$ cat config.mk
export PLATFORM = sky130hd
export DESIGN_NAME = tft_spi_rx_flat
export DESIGN_NICKNAME = d
export VERILOG_FILES = /design/src/rtl/tft_spi_rx_if.sv /design/src/rtl/tft_spi_rx.sv /design/src/flat_wrapper.sv
export SDC_FILE = /design/constraint.sdc
export NUM_CORES = 1
export LEC_CHECK = 0
export CAP_MARGIN = 15
export CORE_UTILIZATION = 55
export CTS_CLUSTER_DIAMETER = 60
export CTS_CLUSTER_SIZE = 10
export DETAILED_ROUTE_END_ITERATION = 7
export PLACE_DENSITY = 0.76
export SLEW_MARGIN = 15
export SYNTH_ARGS = -nofsm -noshare
export SYNTH_HDL_FRONTEND = slang
export SYNTH_SLANG_ARGS = --single-unit
$ cat constraint.sdc
create_clock -name clk -period 2.79 [get_ports clk]
set_input_delay 0.558 -clock clk [delete_from_list [all_inputs] [get_ports clk]]
set_output_delay 0.558 -clock clk [all_outputs]
set_load 0.01 [all_outputs]
$ cat src/rtl/tft_spi_rx_if.sv
// Bundle between the SPI receive FIFO and its two neighbours: the serial link
// on the way in, and the command/pixel decoder popping bytes on the way out.
interface tft_spi_rx_if;
    logic       spi_clk;
    logic       spi_cs;
    logic       spi_mosi;
    logic       spi_dc;
    // Pop handshake: rd_data/rd_dc are valid whenever empty=0; an entry is
    // consumed on the clk edge that sees rd_en=1 with empty=0, else rd_en is ignored.
    logic       rd_en;
    logic       clr_err;
    logic [7:0] rd_data;
    logic       rd_dc;
    logic       empty;
    logic       full;
    logic       overflow;
    logic       frame_err;

    modport master (
        output spi_clk, spi_cs, spi_mosi, spi_dc, rd_en, clr_err,
        input  rd_data, rd_dc, empty, full, overflow, frame_err
    );

    modport slave (
        input  spi_clk, spi_cs, spi_mosi, spi_dc, rd_en, clr_err,
        output rd_data, rd_dc, empty, full, overflow, frame_err
    );
endinterface

$ cat src/rtl/tft_spi_rx.sv
// Oversampling receiver for the write-only TFT SPI link: synchronise, shift in
// MSB-first bytes, and queue {dc, byte} in a first-word-fall-through FIFO.
module tft_spi_rx #(
    parameter int FIFO_DEPTH  = 4,
    parameter int SYNC_STAGES = 2
) (
    input logic          clk,
    input logic          rst,
    tft_spi_rx_if.slave  bus
);
    localparam int AW = $clog2(FIFO_DEPTH);

    logic [SYNC_STAGES-1:0] sclk_sync_q;
    logic [SYNC_STAGES-1:0] cs_sync_q;
    logic [SYNC_STAGES-1:0] mosi_sync_q;
    logic [SYNC_STAGES-1:0] dc_sync_q;
    logic                   sclk_prev_q;
    logic                   cs_prev_q;

    logic [2:0]  bit_cnt_q, bit_cnt_d;
    logic [7:0]  shift_q, shift_d;
    logic [8:0]  mem_q [FIFO_DEPTH];
    logic [AW:0] wr_ptr_q, wr_ptr_d;
    logic [AW:0] rd_ptr_q, rd_ptr_d;
    logic        overflow_q, overflow_d;
    logic        frame_err_q, frame_err_d;

    logic sclk_s, cs_s, mosi_s, dc_s;
    logic sclk_rise, cs_rise, byte_done;
    logic empty, full, pop, push, drop;

    assign sclk_s = sclk_sync_q[SYNC_STAGES-1];
    assign cs_s   = cs_sync_q[SYNC_STAGES-1];
    assign mosi_s = mosi_sync_q[SYNC_STAGES-1];
    assign dc_s   = dc_sync_q[SYNC_STAGES-1];

    assign sclk_rise = sclk_s & ~sclk_prev_q;
    assign cs_rise   = cs_s & ~cs_prev_q;
    assign byte_done = sclk_rise & ~cs_s & (bit_cnt_q == 3'd7);

    // Extra pointer MSB separates full (MSBs differ) from empty (pointers equal).
    assign empty = (wr_ptr_q == rd_ptr_q);
    assign full  = (wr_ptr_q[AW] != rd_ptr_q[AW]) &&
                   (wr_ptr_q[AW-1:0] == rd_ptr_q[AW-1:0]);
    assign pop   = bus.rd_en & ~empty;
    assign push  = byte_done & (~full | pop);
    assign drop  = byte_done & full & ~pop;

    always_comb begin
        bit_cnt_d   = bit_cnt_q;
        shift_d     = shift_q;
        wr_ptr_d    = wr_ptr_q;
        rd_ptr_d    = rd_ptr_q;
        overflow_d  = (overflow_q & ~bus.clr_err) | drop;
        frame_err_d = (frame_err_q & ~bus.clr_err) | (cs_rise & (bit_cnt_q != 3'd0));
        if (cs_s) begin
            bit_cnt_d = 3'd0;
        end else if (sclk_rise) begin
            shift_d   = {shift_q[6:0], mosi_s};
            bit_cnt_d = bit_cnt_q + 3'd1;
        end
        if (push) wr_ptr_d = wr_ptr_q + {{AW{1'b0}}, 1'b1};
        if (pop)  rd_ptr_d = rd_ptr_q + {{AW{1'b0}}, 1'b1};
    end

    always_ff @(posedge clk) begin
        if (!rst) begin
            sclk_sync_q <= '0;
            cs_sync_q   <= '1;
            mosi_sync_q <= '0;
            dc_sync_q   <= '0;
            sclk_prev_q <= 1'b0;
            cs_prev_q   <= 1'b1;
            bit_cnt_q   <= 3'd0;
            shift_q     <= 8'h00;
            wr_ptr_q    <= '0;
            rd_ptr_q    <= '0;
            overflow_q  <= 1'b0;
            frame_err_q <= 1'b0;
            for (int i = 0; i < FIFO_DEPTH; i++) mem_q[i] <= 9'h000;
        end else begin
            sclk_sync_q <= {sclk_sync_q[SYNC_STAGES-2:0], bus.spi_clk};
            cs_sync_q   <= {cs_sync_q[SYNC_STAGES-2:0], bus.spi_cs};
            mosi_sync_q <= {mosi_sync_q[SYNC_STAGES-2:0], bus.spi_mosi};
            dc_sync_q   <= {dc_sync_q[SYNC_STAGES-2:0], bus.spi_dc};
            sclk_prev_q <= sclk_s;
            cs_prev_q   <= cs_s;
            bit_cnt_q   <= bit_cnt_d;
            shift_q     <= shift_d;
            wr_ptr_q    <= wr_ptr_d;
            rd_ptr_q    <= rd_ptr_d;
            overflow_q  <= overflow_d;
            frame_err_q <= frame_err_d;
            // The 8th bit goes straight from the synchroniser into the FIFO word.
            if (push) mem_q[wr_ptr_q[AW-1:0]] <= {dc_s, shift_q[6:0], mosi_s};
        end
    end

    assign bus.rd_data   = mem_q[rd_ptr_q[AW-1:0]][7:0];
    assign bus.rd_dc     = mem_q[rd_ptr_q[AW-1:0]][8];
    assign bus.empty     = empty;
    assign bus.full      = full;
    assign bus.overflow  = overflow_q;
    assign bus.frame_err = frame_err_q;
endmodule

$ cat src/flat_wrapper.sv
// flat-port wrapper written by rule: the top's interface ports become plain ports
module tft_spi_rx_flat 
#(
    parameter int FIFO_DEPTH  = 4,
    parameter int SYNC_STAGES = 2
)
  (clk, rst, bus_spi_clk, bus_spi_cs, bus_spi_mosi, bus_spi_dc, bus_rd_en, bus_clr_err, bus_rd_data, bus_rd_dc, bus_empty, bus_full, bus_overflow, bus_frame_err);
  tft_spi_rx_if bus_i ();
  input logic clk;
  input logic rst;
  input wire logic [$bits(bus_i.spi_clk)-1:0] bus_spi_clk;
  input wire logic [$bits(bus_i.spi_cs)-1:0] bus_spi_cs;
  input wire logic [$bits(bus_i.spi_mosi)-1:0] bus_spi_mosi;
  input wire logic [$bits(bus_i.spi_dc)-1:0] bus_spi_dc;
  input wire logic [$bits(bus_i.rd_en)-1:0] bus_rd_en;
  input wire logic [$bits(bus_i.clr_err)-1:0] bus_clr_err;
  output wire logic [$bits(bus_i.rd_data)-1:0] bus_rd_data;
  output wire logic [$bits(bus_i.rd_dc)-1:0] bus_rd_dc;
  output wire logic [$bits(bus_i.empty)-1:0] bus_empty;
  output wire logic [$bits(bus_i.full)-1:0] bus_full;
  output wire logic [$bits(bus_i.overflow)-1:0] bus_overflow;
  output wire logic [$bits(bus_i.frame_err)-1:0] bus_frame_err;
  assign bus_i.spi_clk = bus_spi_clk;
  assign bus_i.spi_cs = bus_spi_cs;
  assign bus_i.spi_mosi = bus_spi_mosi;
  assign bus_i.spi_dc = bus_spi_dc;
  assign bus_i.rd_en = bus_rd_en;
  assign bus_i.clr_err = bus_clr_err;
  assign bus_rd_data = bus_i.rd_data;
  assign bus_rd_dc = bus_i.rd_dc;
  assign bus_empty = bus_i.empty;
  assign bus_full = bus_i.full;
  assign bus_overflow = bus_i.overflow;
  assign bus_frame_err = bus_i.frame_err;
  tft_spi_rx #(.FIFO_DEPTH(FIFO_DEPTH), .SYNC_STAGES(SYNC_STAGES)) u_core (.clk(clk), .rst(rst), .bus(bus_i));
endmodule
==> results_dict.tcl, run 1 <==
set metrics [dict create \
    cts_resized 0 \
    start_kind "register" \
    regArea_sq_um 1680 \
    grt.overflow.total 0 \
    fmax_ghz 0.411 \
    timing.slew.headroom 0.480 \
    vias 1636 \
    drive_above_1_share 0.171 \
    place.gp.congestion 0.714 \
    row_count 25 \
    dr.pass1.iters 4 \
    avgSynthCellArea_sq_um 12.4 \
    fp.dieW_um 72.7 \
    reg2reg_to "u_core.mem_q[2][4]$_SDFFCE_PN0P_" \
    initial_utilization 0.577 \
    synthCells 221 \
    dieArea_sq_um 5280 \
    grt_max_degree 34 \
    synth_top_area_share 0.394 \
    io_pins 21 \
    die_h_um 72.7 \
    synth-seq-cells 66 \
    drcViolationCount 0 \
    port_buffers 20 \
    area_growth_syn_to_layout_pct 18.5 \
    fin_crit_sh 0.872 \
    fin_nets 260 \
    worstPathArrival_ns 1.87 \
    crit_path_top_delay_cell "mux4_2" \
    r2r_start "u_core.bit_cnt_q[1]$_SDFFE_PP0N_" \
    crit_path_cell_trace "buf_4 > mux4_2 > clkdlybuf4s50_1" \
    utilization 0.684 \
    drt_wl_total_um 4360 \
    path_class "reg -> out" \
    cpPeakStageDelay_ns 0.53 \
    status "completed" \
    hold_violations 0 \
    antenna_found_initial 0 \
    drtAntennaViolNets 0 \
    syn_area_sq_um 2750 \
    ctsHoldBuffers 0 \
    syn_nets 234 \
    yosys_warnings 0 \
    diodes 0 \
    whs_path_depth 1 \
    postCtsSetupBuffers 0 \
    r2r_cells 6 \
    holdPathEnd "u_core.cs_sync_q[1]$_SDFF_PN1_" \
    fin_setup_tns_ns 0 \
    required_ns 2.23 \
    routedWlPerCell_um 13.7 \
    synthTopCellsByArea "edfxtp_1, dfxtp_1, mux4_2" \
    grt_pass1_vias 1548 \
    multi_input_area_sq_um 981 \
    rsz0062_at_grt "false" \
    hold_class "reg -> reg" \
    critPathMaxFanout 9 \
    coreArea_sq_um 4750 \
    drt_iter0_markers 69 \
    dp_hpwl_um 3080 \
    cts_tree "built" \
    clock_latency_ns 0.32 \
    cellPowerDensity_nw_per_um2 631 \
    ys_seq_area_frac 0.613 \
    setup_violations 0 \
    clk_pin_slew_ns 0.07 \
    cts.htree.levels 3 \
    numCtsBuffers 9 \
    synth.distinct_cells 32 \
    worstHoldStart "u_core.cs_sync_q[0]$_SDFF_PN1_" \
    clock_skew_ns 0.00689 \
    endpoint_kind "output pin" \
    final_max_slew_viol_count 0 \
    avgViaCountPerCell 5.13 \
    nFillCells 388 \
    finalCriticalPeriod_ns 2.43 \
    r2r_slack_ns 0.66 \
    track_usage 0.186 \
    grt_pass1_wl_um 7110 \
    worstMarginPinSlew_ns 0.774 \
    cts_max_path_buffers 2 \
    root_buffer "clkbuf_8" \
    power.leakage_nw 1.12 \
    maxCapViolations 0 \
    synth_top_area_cell "edfxtp_1" \
    peakVddDrop_uv 483 \
    cts_sinks 66 \
]
## state kept, by name (all words and copies together) (netlist names), named ones only
| signal | count |
|---|---|
| u_core.mem_q | 36 |
| u_core.shift_q | 7 |
| u_core.bit_cnt_q | 3 |
| u_core.rd_ptr_q | 3 |
| u_core.wr_ptr_q | 3 |
| u_core.cs_sync_q | 2 |
| u_core.dc_sync_q | 2 |
| u_core.mosi_sync_q | 2 |
| u_core.sclk_sync_q | 2 |
| u_core.bus.frame_err | 1 |
| u_core.bus.overflow | 1 |
| u_core.cs_prev_q | 1 |
| u_core.sclk_prev_q | 1 |
## worst max path at each step
stage,slack (ns),cells after the start,end,startpoint
after floorplan,0.54,6,u_core.mem_q[3][0]$_DFFE_PP_,u_core.bit_cnt_q[1]$_SDFFE_PP0N_
after global placement,0.28,3,u_core.mem_q[3][8]$_DFFE_PP_,bus_rd_en
after detailed placement,0.14,3,u_core.mem_q[3][5]$_DFFE_PP_,bus_rd_en
after CTS,0.33,3,bus_rd_data[5],register
after global routing,0.27,3,bus_rd_data[5],register
final,0.36,3,bus_rd_data[5],register
## synth_stat cells
master    number
nand2_1       23
buf_2          3
nand2b_1       5
inv_1          5
nand3b_1       1
ha_1           5
nor2_2         9
mux2i_1        2
o21ai_0       11
dfxtp_1       30
or3b_1         2
and2_1        11
buf_1          1
o41ai_4        1
mux4_2         9
o311ai_0       1
xnor2_1        5
nand3_1        2
edfxtp_1      36
nor2b_1        1
and4bb_2       1
o31ai_1        1
a21boi_0       8
xor2_2         2
xor2_1         1
a32oi_1        1
or3_1          2
nor3_1         2
nor2_1        31
a21boi_1       1
clkbuf_1       6
buf_6          2
## layout make-up
class | instances | area share
repair buffers | 27 | 0.0777
clock buffers | 11 | 0.0404
flip-flops and latches | 66 | 0.517
clock inverters | 5 | 0.0316
well taps | 67 | 0.0258
inverters | 5 | 0.00577
multi-input cells | 138 | 0.302
## power by group
part           internal [W]  switching (W)  leakage [nW]  total (W)
Sequential          0.00105     0.00000866         0.608    0.00106
Combinational     0.0000302      0.0000301         0.394  0.0000603
Clock              0.000593       0.000342         0.114   0.000935
## placed cells by master, fill, tap and decap left out, types with 3 or more instances in the layout
cell             synthesis  layout
dfxtp_1                 30      30
nor2_1                  31      31
xnor2_1                  5       5
clkdlybuf4s50_1          0      20
nand2_1                 23      23
a21boi_0                 8       8
mux4_2                   9       9
buf_4                    0       7
inv_1                    5       5
clkbuf_8                 0       9
and2_1                  11      11
edfxtp_1                36      36
o21ai_0                 11      10
bufinv_16                0       3
nand2b_1                 5       5
ha_1                     5       5
nor2_2                   9       9
## worst max-delay path: cells and delay by family (launching register included)
| family | cells | cell delay, ns |
|---|---|---|
| multiplexers | 1 | 0.53 |
| buffers and inverters | 2 | 0.71 |
| flip-flops | 1 | 0.31 |
## cells by family after synthesis
group	after synthesis	synth area share
compound gates	24	0.0638
xor+xnor	8	0.0310
fa+ha+maj	5	0.0228
buf+inv	17	0.0301
flops	66	0.613
mux	11	0.0811
simple gates	90	0.159
## per-layer routing
metal	track usage	wire (um)	up-vias
met5	0	0	-
met4	0.102	22	0
met3	0.0483	155	2
met2	0.297	2170	32
met1	0.233	2020	786
li1	-	-	816
## metrics by stage
stage	instance area, sq um	setup slack (ns)	std cells	hold WS [ns]	power [W]
after detailed placement	3020	0.139	303	0.400	0.00114
after global routing	3250	0.270	319	0.434	0.00211
final	3250	0.358	319	0.417	0.00205
after global placement	3020	0.276	303	0.390	0.00114
after CTS	3250	0.325	319	0.423	0.00207
after floorplan	2750	0.545	221	0.386	0.00111
(Power assumes the default switching activity.)
==> run 2: changes to the inputs <==
--- a/config.mk
+++ b/config.mk
@@ -11,6 +11,7 @@
 export CTS_CLUSTER_SIZE = 10
 export DETAILED_ROUTE_END_ITERATION = 7
 export PLACE_DENSITY = 0.76
+export SETUP_SLACK_MARGIN = 0.02
 export SLEW_MARGIN = 15
 export SYNTH_ARGS = -nofsm -noshare
 export SYNTH_HDL_FRONTEND = slang
==> results of run 2 <==
No change in the layout: final DEF, timing and power equal those of run 1.
==> run 3: changes to the inputs <==
--- a/config.mk
+++ b/config.mk
@@ -7,10 +7,10 @@
 export LEC_CHECK = 0
 export CAP_MARGIN = 15
 export CORE_UTILIZATION = 55
-export CTS_CLUSTER_DIAMETER = 60
+export CTS_CLUSTER_DIAMETER = 150
 export CTS_CLUSTER_SIZE = 10
 export DETAILED_ROUTE_END_ITERATION = 7
-export PLACE_DENSITY = 0.76
+export PLACE_DENSITY_LB_ADDON = 0.15
 export SETUP_SLACK_MARGIN = 0.02
 export SLEW_MARGIN = 15
 export SYNTH_ARGS = -nofsm -noshare
==> run 3 against run 2 <==
Final area down 0.31%; setup slack improved by 0.00058 ns; worst hold slack about the same; sequential power barely moved; critical path depth stayed put; clock skew increased by 0.0039 ns; first-iteration DRC count down 7.2%; register-to-register slack hardly changed; via count increased by 2.5%; combinational power rose by 4.8%; count of clock-buffer cells in the layout fell by 1; largest power group unchanged.
==> results_dict.tcl, run 3 (synthesis gave the netlist of run 1 again) <==
set metrics [dict create \
    dr.pass1.iters 4 \
    fmax_ghz 0.411 \
    worstPathArrival_ns 1.87 \
    reg2reg_to "u_core.mem_q[1][5]$_SDFFCE_PN0P_" \
    required_ns 2.23 \
    coreArea_sq_um 4750 \
    maxCapViolations 0 \
    area_growth_syn_to_layout_pct 18.1 \
    drcViolationCount 0 \
    worstHoldStart "u_core.cs_sync_q[0]$_SDFF_PN1_" \
    worstMarginPinSlew_ns 0.495 \
    grt.overflow.total 0 \
    postCtsSetupBuffers 0 \
    peakVddDrop_uv 356 \
    hold_violations 0 \
    power.leakage_nw 1.12 \
    avgViaCountPerCell 5.22 \
    drt_wl_total_um 4890 \
    root_buffer "clkbuf_8" \
    r2r_slack_ns 0.65 \
    r2r_start "u_core.bit_cnt_q[1]$_SDFFE_PP0N_" \
    finalCriticalPeriod_ns 2.43 \
    cellPowerDensity_nw_per_um2 605 \
    ctsHoldBuffers 0 \
    nFillCells 350 \
    routedWlPerCell_um 15.2 \
    fin_setup_tns_ns 0 \
    path_class "reg -> out" \
    dpl-instance-area_sq_um 3030 \
    r2r_cells 6 \
    final_cell_mix "edfxtp_1, nor2_1, dfxtp_1" \
    layout_commonest_cell "edfxtp_1" \
    cts.htree.levels 3 \
    port_buffers 20 \
    diodes 0 \
    start_kind "register" \
    die_h_um 72.7 \
    row_count 25 \
    antenna_found_initial 0 \
    whs_path_depth 1 \
    track_usage 0.207 \
    timing.slew.headroom 0.666 \
    fp.dieW_um 72.7 \
    fin_crit_sh 0.872 \
    cts_sinks 66 \
    hold_class "reg -> reg" \
    dieArea_sq_um 5280 \
    regArea_sq_um 1680 \
    grt_max_degree 18 \
    dpl_worst_slack_ns 0.468 \
    utilization 0.682 \
    dp_hpwl_um 3560 \
    final_max_slew_viol_count 0 \
    io_pins 21 \
    numCtsBuffers 9 \
    fin_nets 262 \
    cts_resized 0 \
    setup_violations 0 \
    grt_pass1_wl_um 7790 \
    vias 1677 \
    timing.final.ws_setup_ns 0.358 \
    drive_above_1_share 0.177 \
    regMostFlops "u_core.mem_q" \
    drtAntennaViolNets 0 \
    drt_iter0_markers 64 \
    reg.largest.list "u_core.mem_q (36), u_core.shift_q (7)" \
    clock_skew_ns 0.0108 \
    clk_pin_slew_ns 0.06 \
    endpoint_kind "output pin" \
    status "completed" \
    critPathMaxFanout 7 \
    largest_reg_flops 36 \
    initial_utilization 0.577 \
    hold_ws_ns 0.417 \
    cts_max_path_buffers 2 \
    grt_pass1_vias 1713 \
    clock_latency_ns 0.34 \
    place.gp.congestion 0.791 \
    cts_tree "built" \
    multi_input_area_sq_um 981 \
    fin_area_sq_um 3240 \
    holdPathEnd "u_core.cs_sync_q[1]$_SDFF_PN1_" \
    rsz0062_at_grt "false" \
]
==> run 3: worst max-delay path: stages (launching register included) <==
cell and delay [ns]:
dfxtp_1 0.50, xor2_2 0.19, nor3_1 0.26, clkdlybuf4s50_1 0.59
==> run 3: final cells by class <==
class,count,area share
clock inverter,6,0.0251
multi-input combinational,138,0.303
timing repair buffer,29,0.0826
sequential,66,0.519
inverter,5,0.00579
clock buffer,10,0.0394
tap,67,0.0259
==> run 3: worst max-delay path by stage <==
stage          slack (ns)                                to  cells past startpoint                              from
6_report             0.36                          bus_full                      3   u_core.wr_ptr_q[0]$_SDFFE_PN0P_
5_1_grt              0.26                          bus_full                      3   u_core.wr_ptr_q[1]$_SDFFE_PN0P_
4_1_cts              0.34                    bus_rd_data[1]                      3                          register
3_5_place_dp         0.47  u_core.mem_q[0][7]$_SDFFCE_PN0P_                      4                         bus_rd_en
3_3_place_gp         0.50  u_core.mem_q[0][4]$_SDFFCE_PN0P_                      4                         bus_rd_en
2_1_floorplan        0.54      u_core.mem_q[3][0]$_DFFE_PP_                      6  u_core.bit_cnt_q[1]$_SDFFE_PP0N_
==> run 3: metrics by stage <==
step / instances / power [W]
3_5_place_dp: 305 / 0.00114
3_3_place_gp: 305 / 0.00114
6_report: 321 / 0.00196
4_1_cts: 321 / 0.00197
2_1_floorplan: 221 / 0.00111
5_1_grt: 321 / 0.00202
==> run 3: per-layer routing <==
metal | part of all wire | up-vias | GRT usage
met5 | 0 | - | 0
met4 | 0.025 | 0 | 0.135
met3 | 0.034 | 13 | 0.0359
met2 | 0.50 | 40 | 0.355
met1 | 0.44 | 802 | 0.238
li1 | - | 822 | -
==> run 3: power by group <==
group,total [W],internal [W],switching [W],leakage (nW)
Combinational,0.0000632,0.0000320,0.0000311,0.404
Sequential,0.00106,0.00105,0.0000106,0.608
Clock,0.000840,0.000497,0.000343,0.104
